<file path="src/rtl/e3_pkg.sv">
// e3_pkg: shared Excess-3 constants, divider state encoding and digit check
package e3_pkg;
    localparam int E3_BIAS = 3;
    localparam logic [3:0] E3_DIGIT_MIN = 4'd3;
    localparam logic [3:0] E3_DIGIT_MAX = 4'd12;
    typedef enum logic [1:0] {IDLE, CALC, FIN} state_t;
    function automatic logic e3_digit_ok(input logic [3:0] code);
        return code >= E3_DIGIT_MIN && code <= E3_DIGIT_MAX;
    endfunction
endpackage

</file>
<file path="src/rtl/e3_div_step.sv">
// e3_div_step: one combinational restoring-division step
//   r_in    partial remainder (always < divisor, so 4 bits suffice)
//   dvd_bit next dividend bit shifted in, MSB first
//   dvs     binary divisor 1..9
//   r_out   new partial remainder
//   q_bit   quotient bit produced by this step
module e3_div_step (
    input  logic [3:0] r_in,
    input  logic       dvd_bit,
    input  logic [3:0] dvs,
    output logic [3:0] r_out,
    output logic       q_bit
);
    logic [4:0] r_sh;
    assign r_sh  = {r_in, dvd_bit};
    assign q_bit = r_sh >= {1'b0, dvs};
    assign r_out = 4'(q_bit ? r_sh - {1'b0, dvs} : r_sh);
endmodule

</file>
<file path="src/rtl/e3_div.sv">
// e3_div: iterative Excess-3 dividend / Excess-3 digit divider with start/busy/done handshake
//   clk, rst     clock and synchronous active-high reset
//   start        request, sampled only in IDLE
//   in_dividend  Excess-3 dividend (value 0..DMAX)
//   in_divisor   Excess-3 divisor digit (value 1..9 legal)
//   quot, rem    Excess-3 results, held until the next accepted start
//   busy         high while a request is in flight
//   done         one-cycle result-valid pulse
//   err          illegal request flag, held with quot/rem
module e3_div
    import e3_pkg::*;
#(
    parameter int DW   = 8,
    parameter int DMAX = 81
) (
    input  logic          clk,
    input  logic          rst,
    input  logic          start,
    input  logic [DW-1:0] in_dividend,
    input  logic [3:0]    in_divisor,
    output logic [DW-1:0] quot,
    output logic [3:0]    rem,
    output logic          busy,
    output logic          done,
    output logic          err
);
    localparam int CW = $clog2(DW);
    state_t state, state_nx;
    logic [CW-1:0] cnt;
    logic [DW-1:0] dvd, q;
    logic [3:0] dvs, r, r_nx;
    logic q_bit, bad, legal;
    // divisor code 3 is divide-by-zero, so the lowest legal code is one above the digit minimum
    assign legal = in_divisor != E3_DIGIT_MIN && e3_digit_ok(in_divisor)
                && in_dividend >= DW'(E3_BIAS) && in_dividend <= DW'(DMAX + E3_BIAS);
    e3_div_step u_step (
        .r_in   (r),
        .dvd_bit(dvd[cnt]),
        .dvs    (dvs),
        .r_out  (r_nx),
        .q_bit  (q_bit)
    );
    always_comb begin
        state_nx = state;
        state_nx = (state == IDLE && start) ? (legal ? CALC : FIN)
                 : (state == CALC) ? (cnt == '0 ? FIN : CALC)
                 : (state == FIN) ? IDLE : state;
    end
    always_ff @(posedge clk) begin
        if (rst) begin
            state <= IDLE;
            quot  <= DW'(E3_BIAS);
            rem   <= 4'(E3_BIAS);
            busy  <= 1'b0;
            done  <= 1'b0;
            err   <= 1'b0;
        end else begin
            state <= state_nx;
            done  <= 1'b0;
            if (state == IDLE && start) begin
                dvd  <= in_dividend - DW'(E3_BIAS);
                dvs  <= in_divisor - 4'(E3_BIAS);
                bad  <= !legal;
                busy <= 1'b1;
                err  <= 1'b0;
                cnt  <= CW'(DW - 1);
                r    <= '0;
                q    <= '0;
            end
            if (state == CALC) begin
                r      <= r_nx;
                q[cnt] <= q_bit;
                cnt    <= cnt - 1'b1;
            end
            if (state == FIN) begin
                quot <= bad ? '1 : q + DW'(E3_BIAS);
                rem  <= bad ? 4'hF : r + 4'(E3_BIAS);
                err  <= bad;
                done <= 1'b1;
                busy <= 1'b0;
            end
        end
    end
endmodule

</file>
<file path="config.mk">
export PLATFORM = sky130hd
export DESIGN_NAME = e3_div
export DESIGN_NICKNAME = d
export VERILOG_FILES = /design/src/rtl/e3_pkg.sv /design/src/rtl/e3_div_step.sv /design/src/rtl/e3_div.sv
export SDC_FILE = /design/constraint.sdc
export NUM_CORES = 1
export LEC_CHECK = 0
export CAP_MARGIN = 25
export CORE_ASPECT_RATIO = 1.5
export CORE_MARGIN = 2
export CORE_UTILIZATION = 45
export CTS_CLUSTER_SIZE = 28
export DETAILED_ROUTE_END_ITERATION = 8
export PLACE_DENSITY_LB_ADDON = 0.12
export SLEW_MARGIN = 0
export SYNTH_ARGS = -nofsm -noshare
export SYNTH_HDL_FRONTEND = slang
export SYNTH_SLANG_ARGS = --single-unit
</file>
<file path="constraint.sdc">
create_clock -name clk -period 2.9 [get_ports clk]
set_clock_uncertainty 0.15 [all_clocks]
set_input_delay 0.58 -clock clk [delete_from_list [all_inputs] [get_ports clk]]
set_output_delay 0.58 -clock clk [all_outputs]
set_load 0.03 [all_outputs]
</file>
==> results of run 1 <==
## layout make-up
cell class / instances / share of cell area [%]
multi-input cells: 152 / 37.6
flip-flops and latches: 45 / 42.3
clock buffers: 6 / 2.60
clock inverters: 2 / 0.358
inverters: 18 / 2.42
repair buffers: 34 / 11.7
well taps: 68 / 3.04
## flip-flops by register name, indices dropped and copies added, names as in the netlist
register and count:
err 1, bad 1, r 4, state 2, dvd 8, rem 4
busy 1, dvs 4, done 1, cnt 3, q 8, quot 8
## placed cells by master, fill, tap and decap left out, types with 11 or more instances in the layout
cell,instances
sky130_fd_sc_hd__clkdlybuf4s50_1,29
sky130_fd_sc_hd__edfxtp_1,28
sky130_fd_sc_hd__nand2_1,20
sky130_fd_sc_hd__inv_1,17
sky130_fd_sc_hd__dfxtp_1,17
sky130_fd_sc_hd__nor2_1,16
sky130_fd_sc_hd__o21ai_0,15
sky130_fd_sc_hd__xnor2_1,13
sky130_fd_sc_hd__ha_1,12
sky130_fd_sc_hd__nand3_1,11
## logic make-up (layout without fill, tap and decap cells)
| logic type | count (synthesis) | count (layout) | synth area share, % |
|---|---|---|---|
| DFF | 45 | 45 | 50.6 |
| and+or+nand+nor | 70 | 70 | 14.6 |
| buffers and inverters | 24 | 60 | 4.29 |
| AOI/OAI and AO/OA | 45 | 45 | 12.2 |
| xor gates and xnor gates | 18 | 18 | 6.76 |
| adders and majority gates | 13 | 13 | 7.30 |
| muxes | 6 | 6 | 4.18 |
## routing by layer
| metal | GRT usage (%) | up-vias | routed length [µm] | part of all wire (%) |
|---|---|---|---|---|
| li1 | - | 867 | - | - |
| met1 | 16.0 | 803 | 1660 | 39 |
| met2 | 31.2 | 30 | 2420 | 57 |
| met3 | 2.58 | 2 | 105 | 2.5 |
| met4 | 6.11 | 0 | 31 | 0.74 |
| met5 | 0 | - | 0 | 0 |
## metrics by stage
stage / std cells / setup slack [ns] / hold WS, ns
2_1_floorplan: 221 / 0.445 / 0.347
3_3_place_gp: 317 / 0.353 / 0.293
3_5_place_dp: 317 / 0.313 / 0.309
4_1_cts: 325 / 0.310 / 0.322
5_1_grt: 325 / 0.175 / 0.339
6_report: 325 / 0.327 / 0.317
## where the power goes
part | internal [mW] | total, mW | switching [mW]
registers | 0.727 | 0.754 | 0.0269
clock network | 0.167 | 0.371 | 0.204
logic | 0.116 | 0.253 | 0.137
total | 1.01 | 1.38 | 0.368
## worst max path at each step
stage / from / to / slack (ns)
final: cnt[0] / r[2] / 0.33
after global routing: cnt[0] / q[1] / 0.17
after CTS: cnt[0] / r[2] / 0.31
after detailed placement: cnt[0] / r[2] / 0.31
after global placement: cnt[0] / r[2] / 0.35
after floorplan: cnt[0] / q[0] / 0.44
## worst register-to-register path, delay by kind of cell, from the launching register on
family                   cells  cell delay (ns)
XOR/XNOR                     1             0.17
AO/OA/AOI/OAI                2             0.17
adder cells (fa/ha/maj)      2             0.56
flip-flops                   1             0.49
buffers and inverters        1             0.05
multiplexers                 2             0.74
## Yosys cell counts, drive strengths merged (3+ instances only)
library cell	number
edfxtp	28
nand2	20
dfxtp	17
inv	17
nor2	16
o21ai	15
xnor2	13
ha	12
nand3	11
o22ai	7
a21oi	6
nor2b	5
xor2	5
mux2i	4
a211oi	3
buf	3
clkbuf	3
nand2b	3
==> Flow_metrics.wiki, run 1 <==
{| class="wikitable"
! Metric !! Value
|-
| Synthesized area per cell || 10.6 µm²
|-
| Antenna cells || 0
|-
| TritonCTS clock tree || done
|-
| Max-slew headroom at the worst pin || 64.8%
|-
| Least-Margin Pin Slew || 0.527 ns
|-
| Type of the tightest min-delay check || flip-flop to flip-flop
|-
| Post-layout instance area || between 2000 and 3000 µm²
|-
| Filler cell count || 500
|-
| Final setup violation count || 0
|-
| Tot GR Track Use || 15.8%
|-
| Core area || 5080 µm²
|-
| DRC violations left || 0
|-
| Clock-pin slew of the registers on the worst-case setup and hold paths || 0.08 ns
|-
| Ranking of synthesized cells by area || sky130_fd_sc_hd__edfxtp_1, sky130_fd_sc_hd__dfxtp_1, sky130_fd_sc_hd__ha_1
|-
| Capturing point of the worst reg2reg path || r[2]
|-
| Max capacitance violation total || 0
|-
| Post-Route WL || roughly 4200 µm
|-
| Critical path, cell by cell || mux4_2 > mux2i_4 > ha_1 > inv_1 > fa_1 > xor2_1 > a21oi_1 > a211oi_1
|-
| Post-synthesis sequential element count || 45
|-
| Number of buffers inserted by port buffering || 29
|-
| Net count after synthesis || roughly 250
|-
| Sinks on the clock net || 45
|-
| Cell Area, Placed || 2710 µm²
|-
| Final HPWL DP || 3310 µm
|-
| CP required || 2.78 ns
|-
| Count of cells along the worst register-to-register path || 8
|-
| Total number of nets in the final design || 284
|-
| Share of post-route cells with drive strength above 1 || 5.84%
|-
| Maximum clock rate || 389 MHz
|-
| Library cell used as clock root buffer || sky130_fd_sc_hd__clkbuf_8
|-
| Clock latency reported for the late side of the worst-skew pair || 0.29 ns
|-
| Vias in the first global route || 1619
|-
| Detail Route Antenna Nets || 0
|-
| Power density over cell area || 493 nW/µm²
|-
| VDD IR max || 0.000227 V
|-
| Quantity of gates resized following cts || 0
|-
| Launch instance of the worst register-to-register path || cnt[0]
|-
| Initial DRC Count || between 50 and 60
|-
| Dominant delay contributor by cell family on the critical path || multiplexers
|-
| Count of mapped cells out of synthesis || 221
|-
| Synthesis-to-layout area growth || 19.8%
|-
| Ys async rst share || 0%
|-
| RSZ-0062 raised after global routing || no
|-
| Post-CTS setup buffers || 0
|-
| Worst Hold End || busy
|-
| Pin count of the biggest net entering global routing || 17
|-
| Run status || finished, final reports clean
|-
| Worst hold path depth || 2
|-
| Die Area || 5790 µm²
|-
| Total Power Consumption || between 1 and 1.5 mW
|-
| Leakage power of the design || 1.05 nW
|-
| Vias after detailed routing || 1702
|-
| Number of antenna violations at the first check in global routing || 0
|-
| Number of hold violations in the final report || 0
|-
| Launching element type of the critical path || flip-flop
|-
| Routed len/inst || around 13 µm
|-
| Count of unique library cells instantiated by Yosys || 42
|-
| Minimum clock period after layout || about 2.6 ns
|-
| Maximum cell stage delay along the critical path || ~0.57 ns
|-
| Global-route wire length before repair || 7160 µm
|-
| Number of vias per cell after detailed routing || 5.24
|-
| Synth Warn # || 0
|-
| Critical path peak fanout || 7
|-
| Utilization after layout || a little over half
|-
| Area of the mapped netlist || 2330 µm²
|-
| Register area share after synthesis || between 50% and 60%
|-
| CTS max path bufs || 2
|-
| Number of core rows || 32
|-
| Cell taking the most area after synthesis || sky130_fd_sc_hd__edfxtp_1
|-
| Number of enable-type register cells in the synthesized netlist || 28
|-
| Levels on crit path || 8
|-
| Hold Buf Count CTS || 0
|-
| TritonCTS buffer count || 5
|-
| Die extent in x || approximately 63 µm
|-
| Overall overflow remaining after global route || 0
|-
| Critical path buffer and inverter count || 1
|-
| Cell with the largest stage delay on the worst path || sky130_fd_sc_hd__mux4_2
|-
| Arrival time at the worst endpoint || 2.46 ns
|-
| Flip-flop and latch area || between 1000 and 1500 µm²
|-
| Chip Height || 92.2 µm
|-
| Max Slew Vio Count || 0
|-
| Area share of the largest cell type after synthesis || a little over a third
|-
| Setup TNS || 0 ns
|-
| Min-delay src || busy
|-
| Critical Setup Path Class || flip-flop to flip-flop
|-
| H-tree Lvls || 2
|-
| Portion of the clock cycle consumed by the worst path in the final layout || roughly nine tenths
|-
| Multi-input logic area || 1050 µm²
|-
| Reg2reg setup slack || ~0.33 ns
|-
| Number of optimization iterations in the first detailed-route pass || 4
|-
| Initial core utilization || between 40% and 50%
|-
| Type of destination of the critical path || flip-flop
|-
| Ys flop type || sky130_fd_sc_hd__edfxtp_1
|-
| Routability congestion estimate || 0.795
|-
| Total I/O pin count || 30
|}
(Power assumes the default switching activity.)
==> run 2, diff against run 1 <==
--- a/config.mk
+++ b/config.mk
@@ -12,7 +12,6 @@
 export CTS_CLUSTER_SIZE = 28
 export DETAILED_ROUTE_END_ITERATION = 8
 export PLACE_DENSITY_LB_ADDON = 0.12
-export SLEW_MARGIN = 0
 export SYNTH_ARGS = -nofsm -noshare
 export SYNTH_HDL_FRONTEND = slang
 export SYNTH_SLANG_ARGS = --single-unit
==> results of run 2 <==
No change in the layout: final DEF, timing and power equal those of run 1.
==> run 3, diff against run 2 <==
--- a/config.mk
+++ b/config.mk
@@ -5,10 +5,12 @@
 export SDC_FILE = /design/constraint.sdc
 export NUM_CORES = 1
 export LEC_CHECK = 0
+export ABC_CLOCK_PERIOD_IN_PS = 2900
 export CAP_MARGIN = 25
 export CORE_ASPECT_RATIO = 1.5
 export CORE_MARGIN = 2
 export CORE_UTILIZATION = 45
+export CTS_CLUSTER_DIAMETER = 120
 export CTS_CLUSTER_SIZE = 28
 export DETAILED_ROUTE_END_ITERATION = 8
 export PLACE_DENSITY_LB_ADDON = 0.12
==> results of run 3 <==
No change in the layout: final DEF, timing and power equal those of run 1.
==> RTL change 1: new RTL, flow settings as in run 2 <==
Encoding of `state_t`: now one-hot (3 bits for 3 states).
--- a/src/rtl/e3_pkg.sv
+++ b/src/rtl/e3_pkg.sv
@@ -5,3 +5,3 @@
     localparam logic [3:0] E3_DIGIT_MAX = 4'd12;
-    typedef enum logic [1:0] {IDLE, CALC, FIN} state_t;
+    typedef enum logic [2:0] {IDLE = 3'b001, CALC = 3'b010, FIN = 3'b100} state_t;
     function automatic logic e3_digit_ok(input logic [3:0] code);
Function: no difference found for any inputs over 10 cycles, from zero or initial values and one cycle with rst high; not proved beyond that.
==> RTL change 1 against run 2 <==
Area after synthesis is 4.2% higher; design area grew 4.3%; wire length grew 7.3%; setup slack lost 0.073 ns; total power grew 2.9%; global-route usage up 1.1 points; largest power group unchanged; clock power rose by 11%; sequential cell count up 1.
==> RTL change 1: results (changes against run 2) <==
| Metric | Value |
|---|---|
| Status | `completed` |
| GPL Wtd Cong | `0.823 (+3.5%)` |
| DR vias/cell | `5.32 (+1.5%)` |
| Synth area leaders | `edfxtp_1 35%, dfxtp_1 15%, ha_1 6.2%, nand2_1 4.5%, xnor2_1 3.2%` |
| Port buffer count | `29 (unchanged)` |
| DR iter-0 viols | `59 (+1.7%)` |
| Largest regs | `dvd (8), q (8), quot (8)` |
| Fillcell total | `475 (-5.0%)` |
| Reg2reg path depth | `10 (+2)` |
| Leak pwr | `1.14 nW (+8.5%)` |
| Worst Setup Slack post-DPL | `0.284 ns (-0.0291 ns)` |
| IR drop worst, VDD | `0.318 mV (+40%)` |
| First-pass GRT wire length | `7.93 mm (+11%)` |
| Drt drc | `0 (unchanged)` |
| Comb pwr | `0.231 mW (-8.7%)` |
| Placed Area | `0.00282 mm^2 (+4.1%)` |
| Cell variety after synth | `54 (+29%)` |
| Max layer used | `met4` |
| R2r endpoint | `q[6]` |
| Critical path endpoint | `q[6]` |
| Nets | `295 (+3.9%)` |
| Met2 Usage GRT | `0.325 (+0.0128)` |
| Slew Limit Fails | `0 (unchanged)` |
| Rows | `32 (unchanged)` |
| Achievable clock frequency | `378 MHz (-2.7%)` |
| GRT met3 Usage | `0.0252 (-0.000587)` |
| Relative slew slack | `0.658 (+0.00982)` |
| Largest net degree at the start of global routing | `15 (-2)` |
| Vias in the first global route | `1761 (+8.8%)` |
| Cells after DPL | `328 (+3.5%)` |
| Arrival time worst endpoint | `2.60 ns (+0.14 ns)` |
| Post-synthesis sequential area ratio | `0.494 (-0.0124)` |
| Routed WL per cell | `13.4 um (+3.8%)` |
| Post-CTS Resized | `0 (unchanged)` |
| HP Start | `quot[6]` |
| Met1 Use GR | `0.181 (+0.0205)` |
| Post-synth top cells | `29 x nand2_1, 28 x edfxtp_1, 18 x dfxtp_1` |
| PnR Total Power | `1.42 mW (+2.9%)` |
| Syn_nets | `260 (+4.4%)` |
| HPWL Detailed | `3.50 mm (+5.8%)` |
| CP max FO | `9 (+2)` |
| CP Launch Point | `cnt[2]` |
| Syn_area_per_cell | `10.5 um^2 (-0.70%)` |
| Psw | `0.378 mW (+2.7%)` |
| M1 WL | `1.80 mm (+8.5%)` |
| Fraction of layout cells with a size suffix above 1 | `0.0821 (+0.0237)` |
| ANT cells | `0 (unchanged)` |
| R2r startpoint | `cnt[2]` |
| Total CTS buffers | `5 (unchanged)` |
| Met3 wire len | `132 um (+26%)` |
| Final cell count without fillers | `336 (+3.4%)` |
| Clk_lat worst skew | `roughly 0.30 ns` |
| Wire length on met2 | `2.54 mm (+4.9%)` |
| Asr flop ratio synth | `0 (unchanged)` |
| Deepest level of the CTS H-tree | `2 (unchanged)` |
| GR Util All Layers | `0.168 (+0.0107)` |
==> RTL change 1: changes by cell type in the layout (fill, tap and decap cells not counted), moves of 3 or more <==
cell,before,now
nand2_1,20,29
o21ai_1,0,6
o31ai_1,2,5
a21oi_1,6,12
o21ai_0,15,7
nand3_1,11,2
nor2_1,16,10
o22ai_1,7,1
xnor2_1,13,9
nand3b_1,2,6
==> RTL change 1: cell families (layout without fill, tap and decap cells) <==
logic type / after synthesis / in the layout / share of synthesized area
AO/OA/AOI/OAI: 53 / 53 / 0.150
XOR/XNOR: 16 / 16 / 0.0576
adder cells (fa/ha/maj): 13 / 13 / 0.0700
buffers and inverters: 25 / 61 / 0.0407
flip-flops: 46 / 46 / 0.494
multiplexers: 5 / 5 / 0.0206
AND/OR/NAND/NOR: 74 / 74 / 0.167
==> RTL change 1: worst max-delay path, stage by stage, from the launching register on <==
cell and delay [ns]:
edfxtp_1 0.50, nor2b_1 0.30, a221oi_1 0.12, o21bai_1 0.21, inv_1 0.06, ha_1 0.19
nor2b_1 0.18, o31a_1 0.20, nor2_1 0.05, buf_4 0.16, o41ai_1 0.31
==> RTL change 1: final cells by class <==
cell class,instances,area (um^2),share of cell area
clock buffer,7,86.3,0.0296
tap,68,85.1,0.0292
clock inverter,1,5.00,0.00172
sequential,46,1200,0.412
timing repair buffer,36,343,0.118
inverter,17,63.8,0.0219
multi-input combinational,161,1130,0.388
==> RTL change 1: worst min path at each step <==
stage                         end  slack, ns  cells past startpoint
after detailed placement  quot[6]       0.28                      2
after CTS                 quot[6]       0.29                      2
after global placement    quot[6]       0.28                      2
after floorplan           quot[0]       0.35                      1
after global routing      quot[5]       0.31                      2
final                     quot[6]       0.29                      2
==> RTL change 2: new RTL, flow settings as in run 2 <==
Made on the original files. The parameter `DW` goes from 8 to 4.
--- a/src/rtl/e3_div.sv
+++ b/src/rtl/e3_div.sv
@@ -12,3 +12,3 @@
 #(
-    parameter int DW   = 8,
+    parameter int DW   = 4,
     parameter int DMAX = 81
Ports: changed (resized in_dividend and quot); port bits go from 30 to 22. No check against the original RTL was run, so the function may have changed too.
==> RTL change 2 against run 2 <==
Combinational power fell by 40%; total power shrank 24%; area after synthesis shrank 30%; setup slack improved by 0.14 ns; sequential cell count decreased by 13; first-iteration DRC count down 47%; sequential power down 31%; wire length shrank 24%; design area fell by 28%; largest cell class unchanged; core utilization rose by 3.2 points; critical path type unchanged; highest routed layer unchanged; count of clock-buffer cells in the layout increased by 2.
==> RTL change 2: results (changes against run 2) <==
| Metric | Value |
|---|---|
| Clk_lat worst skew | `0.28 ns` |
| Total wire length | `3.22 mm (-24%)` |
| Status | `completed` |
| Via count | `1244 (-27%)` |
| Synth area leaders | `edfxtp_1 35%, dfxtp_1 16%, ha_1 11%, inv_1 3.9%, nand2_1 3.9%` |
| Vias in the first global route | `1259 (-22%)` |
| Deepest level of the CTS H-tree | `2 (unchanged)` |
| Synth warn | `0 (unchanged)` |
| Relative slew slack | `0.643 (-0.00483)` |
| Max cap viols | `0 (unchanged)` |
| CP max FO | `5 (-2)` |
| Hold crit path type | `reg2reg` |
| Worst Setup Slack post-DPL | `0.469 ns (+0.156 ns)` |
| GR Overflow Total | `0 (unchanged)` |
| Initial DRT Pass Iterations | `6 (+2)` |
| Cells after DPL | `221 (-30%)` |
| DR iter-0 viols | `31 (-47%)` |
| Fin. Hold Viols | `0 (unchanged)` |
| First-pass GRT wire length | `5.29 mm (-26%)` |
| Nets | `212 (-25%)` |
| Worst-path clk slew | `0.06 ns (-0.02 ns)` |
| Fraction of layout cells with a size suffix above 1 | `0.0695 (+0.0112)` |
| Antenna violations before repair | `0 (unchanged)` |
| Post-synth top cells | `19 x edfxtp_1, 17 x inv_1, 17 x nand2_1` |
| Leak pwr | `0.815 nW (-22%)` |
| Largest net degree at the start of global routing | `11 (-6)` |
| Fillcell total | `328 (-34%)` |
| IR drop worst, VDD | `0.320 mV (+41%)` |
| Worst path max stage delay | `0.55 ns (-0.02 ns)` |
| HPWL Detailed | `2.55 mm (-23%)` |
| Arrival time worst endpoint | `2.30 ns (-0.16 ns)` |
| Root Driver | `clkbuf_8` |
| Asr flop ratio synth | `0 (unchanged)` |
| ANT cells | `0 (unchanged)` |
| Clock network power share | `0.360 (+0.091)` |
| Post-CTS Resized | `0 (unchanged)` |
| Post-synthesis sequential area ratio | `0.509 (+0.00237)` |
| Final cell count without fillers | `229 (-30%)` |
| Combinational share of power | `0.143 (-0.041)` |
| Syn_nets | `183 (-27%)` |
| Port buffer count | `21 (-28%)` |
| EDFF count, synth | `19 (-32%)` |
| Drt drc | `0 (unchanged)` |
| Total CTS buffers | `5 (unchanged)` |
| Switching share of power | `0.247 (-0.0198)` |
| Cell variety after synth | `34 (-19%)` |
| GR Util All Layers | `0.180 (+0.0229)` |
| GPL Wtd Cong | `0.854 (+7.4%)` |
| Clock Path Buffers | `2 (unchanged)` |
| Cells after Synth | `157 (-29%)` |
## RTL change 2: cell types whose count changed after synthesis, sizes merged, moves of 3 or more
cell    change
nand2       -3
nor2b       -3
mux2i       -3
dfxtp       -4
buf         -3
o22ai       -7
xnor2       -7
edfxtp      -9
nor2        -3
nand3       -5
a21oi       +4
## RTL change 2: worst paths after layout
kind / startpoint / endpoint / slack (ns) / cells after the start
max: cnt[0] / r[2] / 0.47 / 8
min: rem[2] / rem[2] / 0.29 / 2
max reg2reg: cnt[0] / r[2] / 0.47 / 8
min reg2reg: rem[2] / rem[2] / 0.29 / 2
## RTL change 2: cell type report
type                    instances  area [um^2]  share of cell area
well taps                      42         52.6              0.0262
clock buffers                   8          100              0.0499
inverters                      17         63.8              0.0318
multi-input cells             107          734               0.366
flip-flops and latches         32          831               0.414
repair buffers                 23          225               0.112
## RTL change 2: cells by family after synthesis
group,after synthesis,share of synthesized area
xor+xnor,9,0.0483
buf+inv,18,0.0414
flops,32,0.509
mux,2,0.0199
simple gates,50,0.148
fa+ha+maj,15,0.120
compound gates,31,0.114
## RTL change 2: per-stage QoR
| step | util | hold WS (ns) | cell area (um^2) | total power [mW] |
|---|---|---|---|---|
| floorplan | - | 0.316 | 1630 | 0.621 |
| global placement | 0.553 | 0.276 | 1910 | 0.675 |
| detailed placement | 0.553 | 0.286 | 1910 | 0.682 |
| CTS | 0.582 | 0.296 | 2010 | 1.06 |
| global route | 0.582 | 0.312 | 2010 | 1.10 |
| finish | 0.582 | 0.293 | 2010 | 1.05 |
## RTL change 2: metal layers
layer	global-route usage	vias up	wire length [um]
met2	0.329	45	1780
met4	0.113	0	128
met5	0	-	0
li1	-	602	-
met1	0.162	582	1150
met3	0.0538	15	159
